===== src/rtl/fetch_pkg.sv =====
// Shared types and default constants for the instruction-fetch sequencer.
package fetch_pkg;

    localparam int ADDR_W_DEF      = 6;
    localparam int DATA_W_DEF      = 8;
    localparam int RESET_VEC_DEF   = 0;
    localparam int TIMEOUT_CYC_DEF = 16;

    typedef enum logic [2:0] {
        BOOT  = 3'd0,
        FETCH = 3'd1,
        ISSUE = 3'd2,
        DRAIN = 3'd3,
        HALT  = 3'd4,
        ERR   = 3'd5
    } fetch_state_e;

endpackage


===== src/rtl/fetch_timeout.sv =====
// Saturating wait counter for an outstanding memory request; expire fires on
// the cycle whose clock edge would bring the count to LIMIT.
module fetch_timeout #(
    parameter int LIMIT = 16
) (
    input  logic clk,
    input  logic rst_n,
    input  logic clear,
    input  logic enable,
    output logic expire
);

    localparam int CNT_W = $clog2(LIMIT + 1);

    logic [CNT_W-1:0] count;

    always_ff @(posedge clk or negedge rst_n) begin
        if (!rst_n) begin
            count <= '0;
        end else if (clear) begin
            count <= '0;
        end else if (enable && (count != CNT_W'(LIMIT))) begin
            count <= count + CNT_W'(1);
        end
    end

    assign expire = enable && !clear && (count == CNT_W'(LIMIT - 1));

endmodule


===== src/rtl/fetch_ctrl.sv =====
// Instruction-fetch sequencer between the PC, instruction memory and execute.
// Optional memory-ack timeout is enabled with FETCH_TIMEOUT_EN.
module fetch_ctrl
    import fetch_pkg::*;
#(
    parameter int ADDR_W = ADDR_W_DEF,
    parameter int DATA_W = DATA_W_DEF,
    parameter logic [ADDR_W-1:0] RESET_VEC = ADDR_W'(RESET_VEC_DEF)
`ifdef FETCH_TIMEOUT_EN
    ,
    parameter int TIMEOUT_CYC = TIMEOUT_CYC_DEF
`endif
) (
    input  logic              clk,
    input  logic              rst_n,
    output logic              loadPC,
    output logic              incPC,
    output logic [ADDR_W-1:0] address,
    input  logic [ADDR_W-1:0] execadd,
    output logic              mem_req,
    output logic [ADDR_W-1:0] mem_addr,
    input  logic              mem_ack,
    input  logic [DATA_W-1:0] mem_rdata,
    output logic [DATA_W-1:0] ir,
    output logic              ir_valid,
    input  logic              exec_ready,
    input  logic              redirect_valid,
    input  logic [ADDR_W-1:0] redirect_addr,
    input  logic              halt_req,
    output logic              halted,
    output logic              fetch_err,
    output fetch_state_e      dbg_state
);

    fetch_state_e      state, state_nx;
    logic              halt_pend, halt_pend_nx;
    logic              load_ir;
    logic              expire;
    logic [ADDR_W-1:0] req_addr;

`ifdef FETCH_TIMEOUT_EN
    fetch_timeout #(.LIMIT(TIMEOUT_CYC)) u_timeout (
        .clk    (clk),
        .rst_n  (rst_n),
        .clear  (mem_ack || !mem_req),
        .enable (mem_req),
        .expire (expire)
    );
    assign fetch_err = (state == ERR);
`else
    assign expire    = 1'b0;
    assign fetch_err = 1'b0;
`endif

    always_ff @(posedge clk or negedge rst_n) begin
        if (!rst_n) begin
            state     <= BOOT;
            halt_pend <= 1'b0;
            ir        <= '0;
            req_addr  <= RESET_VEC;
        end else begin
            state     <= state_nx;
            halt_pend <= halt_pend_nx;
            if (load_ir) ir <= mem_rdata;
            if (state == FETCH) req_addr <= execadd;
        end
    end

    // Handshakes: mem_req/mem_addr are held until the cycle mem_ack=1; ir is
    // held while ir_valid=1 and transfers on a cycle with ir_valid && exec_ready.
    always_comb begin
        state_nx     = state;
        halt_pend_nx = halt_pend;
        load_ir      = 1'b0;
        loadPC       = 1'b0;
        incPC        = 1'b0;
        address      = RESET_VEC;
        mem_req      = 1'b0;
        mem_addr     = execadd;
        ir_valid     = 1'b0;
        case (state)
            BOOT: begin
                if (halt_req) begin
                    state_nx = HALT;
                end else begin
                    // BOOT is also the state held during reset; keep the pulse quiet there.
                    loadPC   = rst_n;
                    address  = redirect_valid ? redirect_addr : RESET_VEC;
                    state_nx = FETCH;
                end
            end
            FETCH: begin
                mem_req = 1'b1;
                if (expire) begin
                    state_nx = ERR;
                end else if (halt_req) begin
                    if (mem_ack) begin
                        state_nx = HALT;
                    end else begin
                        halt_pend_nx = 1'b1;
                        state_nx     = DRAIN;
                    end
                end else if (redirect_valid) begin
                    loadPC   = 1'b1;
                    address  = redirect_addr;
                    state_nx = mem_ack ? FETCH : DRAIN;
                end else if (mem_ack) begin
                    load_ir  = 1'b1;
                    incPC    = 1'b1;
                    state_nx = ISSUE;
                end
            end
            ISSUE: begin
                ir_valid = 1'b1;
                if (halt_req) begin
                    state_nx = HALT;
                end else if (redirect_valid) begin
                    loadPC   = 1'b1;
                    address  = redirect_addr;
                    state_nx = FETCH;
                end else if (exec_ready) begin
                    state_nx = FETCH;
                end
            end
            DRAIN: begin
                mem_req  = 1'b1;
                mem_addr = req_addr;
                if (expire) begin
                    state_nx = ERR;
                end else begin
                    if (halt_req) begin
                        halt_pend_nx = 1'b1;
                    end else if (redirect_valid && !halt_pend) begin
                        loadPC  = 1'b1;
                        address = redirect_addr;
                    end
                    if (mem_ack) state_nx = (halt_pend || halt_req) ? HALT : FETCH;
                end
            end
            HALT:    state_nx = HALT;
            ERR:     state_nx = ERR;
            default: state_nx = BOOT;
        endcase
    end

    assign halted    = (state == HALT) || (state == ERR);
    assign dbg_state = state;

endmodule

===== config.mk =====
export PLATFORM = sky130hd
export DESIGN_NAME = fetch_ctrl
export DESIGN_NICKNAME = d
export VERILOG_FILES = /design/src/rtl/fetch_pkg.sv /design/src/rtl/fetch_timeout.sv /design/src/rtl/fetch_ctrl.sv
export SDC_FILE = /design/constraint.sdc
export NUM_CORES = 1
export LEC_CHECK = 0
export BUFFER_PORTS_ARGS = -buffer_cell sky130_fd_sc_hd__buf_2
export CAP_MARGIN = 15
export CORE_AREA = 2 2 52 54
export DETAILED_ROUTE_END_ITERATION = 7
export DIE_AREA = 0 0 54 56
export PLACE_DENSITY = 0.76
export SKIP_CTS_REPAIR_TIMING = 1
export SKIP_LAST_GASP = 1
export SYNTH_ARGS = -nofsm -noshare
export SYNTH_HDL_FRONTEND = slang
export SYNTH_SLANG_ARGS = --single-unit

===== constraint.sdc =====
create_clock -name clk -period 1.6 [get_ports clk]
set_input_delay 0.32 -clock clk [delete_from_list [all_inputs] [get_ports clk]]
set_output_delay 0.32 -clock clk [all_outputs]
set_load 0.05 [all_outputs]

==> results.sh <==
export IMPL_synthXorXnorAreaFrac_pct=0
export IMPL_yosys_top_cells_area="dfrtp_1 (44%), mux2_4 (12%), mux2_2 (11%)"
export IMPL_place_ws_ns=-0.0237
export IMPL_cts_root_buf="clkbuf_4"
export IMPL_p_clk_share_pct=33.4
export IMPL_floorplan_die_area_mm2=0.00302
export IMPL_crit_path_cell_trace="nor2b_4 > nand2_4 > mux2_4 > buf_6"
export IMPL_core_area_mm2=0.00243
export IMPL_antennaDiodeCount=0
export IMPL_stdcell_count=185
export IMPL_pwr_share_comb_pct=14.9
export IMPL_postRouteAntennaNets=0
export IMPL_max_freq_mhz=529
export IMPL_p_total_uw=878
export IMPL_ys_types=29
export IMPL_nFillCells=180
export IMPL_drt_initial_drc_count=12
export IMPL_crit_arrival_ns=1.57
export IMPL_routabilityCongestion=0.880
export IMPL_dieHeight_um=56
export IMPL_r2r_end="ir[1]"
export IMPL_placed_area_mm2=0.00146
export IMPL_numPortBuffers=53
export IMPL_crit_fanout=6
export IMPL_status="finished, violations left"
export IMPL_p_sw_share_pct=25.8
export IMPL_worstSetupPathType="register to primary output"
export IMPL_wl_per_cell_um=14.8
export IMPL_p_leak_nw=0.858
export IMPL_cts_clk_slew_worst_paths_ns=0.11
export IMPL_grt_max_degree=19
export IMPL_skew_ns=0.00208
export IMPL_num_vias=956
export IMPL_firstDrtPassIters=4
export IMPL_violations="negative setup slack"
export IMPL_synth_seq_area_share_pct=43.7
export IMPL_floorplan_initialDensity_pct=42.3
export IMPL_io_pins=55
export IMPL_dpl_cell_count=179
export IMPL_gr_max_usage_layer="met2"
export IMPL_cts_sinks=18
export IMPL_clock_path_buffers=2
export IMPL_final_common_cell="buf_2"
export IMPL_cts_tree="done"
export IMPL_dp_hpwl_um=1890
export IMPL_synth_top_area_share_pct=43.7
export IMPL_postLayoutCoreUtil_pct=68.3
export IMPL_rrSetupSlack_ns=0.06
export IMPL_rsz0062_at_grt="yes"
export IMPL_cp_required_ns=1.28
export IMPL_syn_area_per_cell_um2=11.3
export IMPL_endpoint_kind="primary output"
export IMPL_use_met2_pct=28.9
export IMPL_synth_top_cell_by_area="dfrtp_1"
export IMPL_mostFrequentLayoutCells="buf_2 (36), dfrtp_1 (15), mux2_4 (14), buf_6 (11), buf_4 (10)"
export IMPL_r2r_start="dbg_state[2]"
export IMPL_cap_violations=0
export IMPL_min_delay_worst_endpoint="ir[7]"
export IMPL_min_from="mem_rdata[7]"
export IMPL_async_reset_ff_share_pct=100
export IMPL_die_width_um=54
export IMPL_netlist_instances=91
export IMPL_viasPerCell=5.17
export IMPL_finalCritPeriodShare_pct=118
export IMPL_synth_warnings=0
export IMPL_setup_violations_final=16
export IMPL_antenna_found_initial=0
export IMPL_drive_gt1_share_pct=71.6
export IMPL_synth_compound_area_share_pct=7.53
export IMPL_synthSimpleGateAreaFrac_pct=18.3
export IMPL_finalInstanceArea_mm2=0.00166
export IMPL_slew_viol_final=0
export IMPL_slowest_stage="dfrtp_2"
export IMPL_synth_edf_count=0
export IMPL_pwr_share_seq_pct=51.8
export IMPL_ir_drop_mv=0.473
export IMPL_critPathLaunchType="register"
export IMPL_timing_final_hold_violations=0
export IMPL_core_rowCount=18
export IMPL_ys_seq_elements=18
export IMPL_overflow=0
export IMPL_grt_pass1_wl_um=3930
export IMPL_p_int_uw=651
export IMPL_finalCriticalPeriod_ns=1.89
export IMPL_muxShareOfSynthArea_pct=24.8
export IMPL_max_stage_delay_ns=0.49
export IMPL_area_growth_pct=61.4
export IMPL_grt_pass1_vias=907
export IMPL_synth_top_family_by_area="multiplexers"
export IMPL_cts_buffers=3
export IMPL_met3_usage_pct=4.03
export IMPL_htree_num_levels=1
export IMPL_finalWorstSetupSlack_ns=-0.292
export IMPL_cellPowerDensity_mw_per_mm2=528
export IMPL_grtUsageMet1_pct=21.4
export IMPL_finalWirelength_um=2750
export IMPL_min_path_type="input pin to register"
export IMPL_num_nets_final=182
export IMPL_p_sw_uw=227
export IMPL_synth_area_mm2=0.00103
export IMPL_synth_nets=117
export IMPL_reg2reg_depth=4
export IMPL_drc=0
export IMPL_synthAdderAreaFrac_pct=0
export IMPL_synth_main_ff_cell="dfrtp_1"
export IMPL_min_delay_path_depth=2
export IMPL_grtUsageTotal_pct=17.9
export IMPL_clk_latency_ns=0.30
[registers in the layout (all words and copies together), names as in the netlist]
signal / flops
ir: 8
req_addr: 6
dbg_state: 3
halt_pend: 1
[metrics by stage]
step | TNS (ns) | hold WS [ns]
CTS | -4.76 | -0.0211
global placement | 0 | 0.323
floorplan | -2.25 | 0.0244
detailed placement | -0.0871 | 0.316
global route | -4.33 | 0.224
finish | -3.52 | 0.236
[area by class of cell]
cell class	instances	area [um2]	share of cell area, %
Sequential cell	18	454	27.3
Clock buffer	4	36.3	2.18
Tap cell	30	37.5	2.26
Timing Repair Buffer	66	499	30.0
Inverter	4	15.0	0.904
Multi-Input combinational cell	63	619	37.3
[routing by layer]
layer	routed length, um	vias to the layer above
met1	1070	448
met5	0	-
met2	1400	52
met3	204	9
met4	66	0
li1	-	447
[synth_stat cells (all sizes together) (2+ instances only)]
library cell and instances:
nand3 3, buf 6, mux2 20, a21oi 3, nor3b 2, nor2b 5
and3 2, inv 4, nor3 2, and2 6, nor2 5, o21ai 6
dfrtp 18
[worst max-delay path by stage]
| stage | from | endpoint | slack, ns | cells past startpoint |
|---|---|---|---|---|
| 2_1_floorplan | dbg_state[2] | mem_addr[0] | -0.29 | 4 |
| 5_1_grt | dbg_state[2] | mem_addr[1] | -0.32 | 4 |
| 6_report | dbg_state[2] | mem_addr[3] | -0.29 | 4 |
| 3_3_place_gp | dbg_state[2] | incPC | 0.003 | 3 |
| 4_1_cts | dbg_state[2] | address[2] | -0.36 | 4 |
| 3_5_place_dp | dbg_state[2] | address[2] | -0.02 | 4 |
[critical path: cells and delay by family, from the launching register on]
family | cells | cell delay [ns]
buffers and inverters | 1 | 0.15
and+or+nand+nor | 2 | 0.29
DFF | 1 | 0.49
muxes | 1 | 0.32
[power by group through the flow]
stage          Clock (mW)  Sequential, mW  Combinational [mW]
3_5_place_dp            0           0.463               0.115
5_1_grt             0.319           0.455               0.141
4_1_cts             0.294           0.455               0.115
3_3_place_gp            0           0.463               0.113
2_1_floorplan           0           0.464              0.0580
6_report            0.293           0.455               0.130
[kinds of logic after synthesis]
kind of cell / count (synthesis)
simple gates: 29
mux: 20
flops: 18
compound gates: 13
buf+inv: 10
other cells: 1
Note: power is estimated with default switching activity, not from simulation.
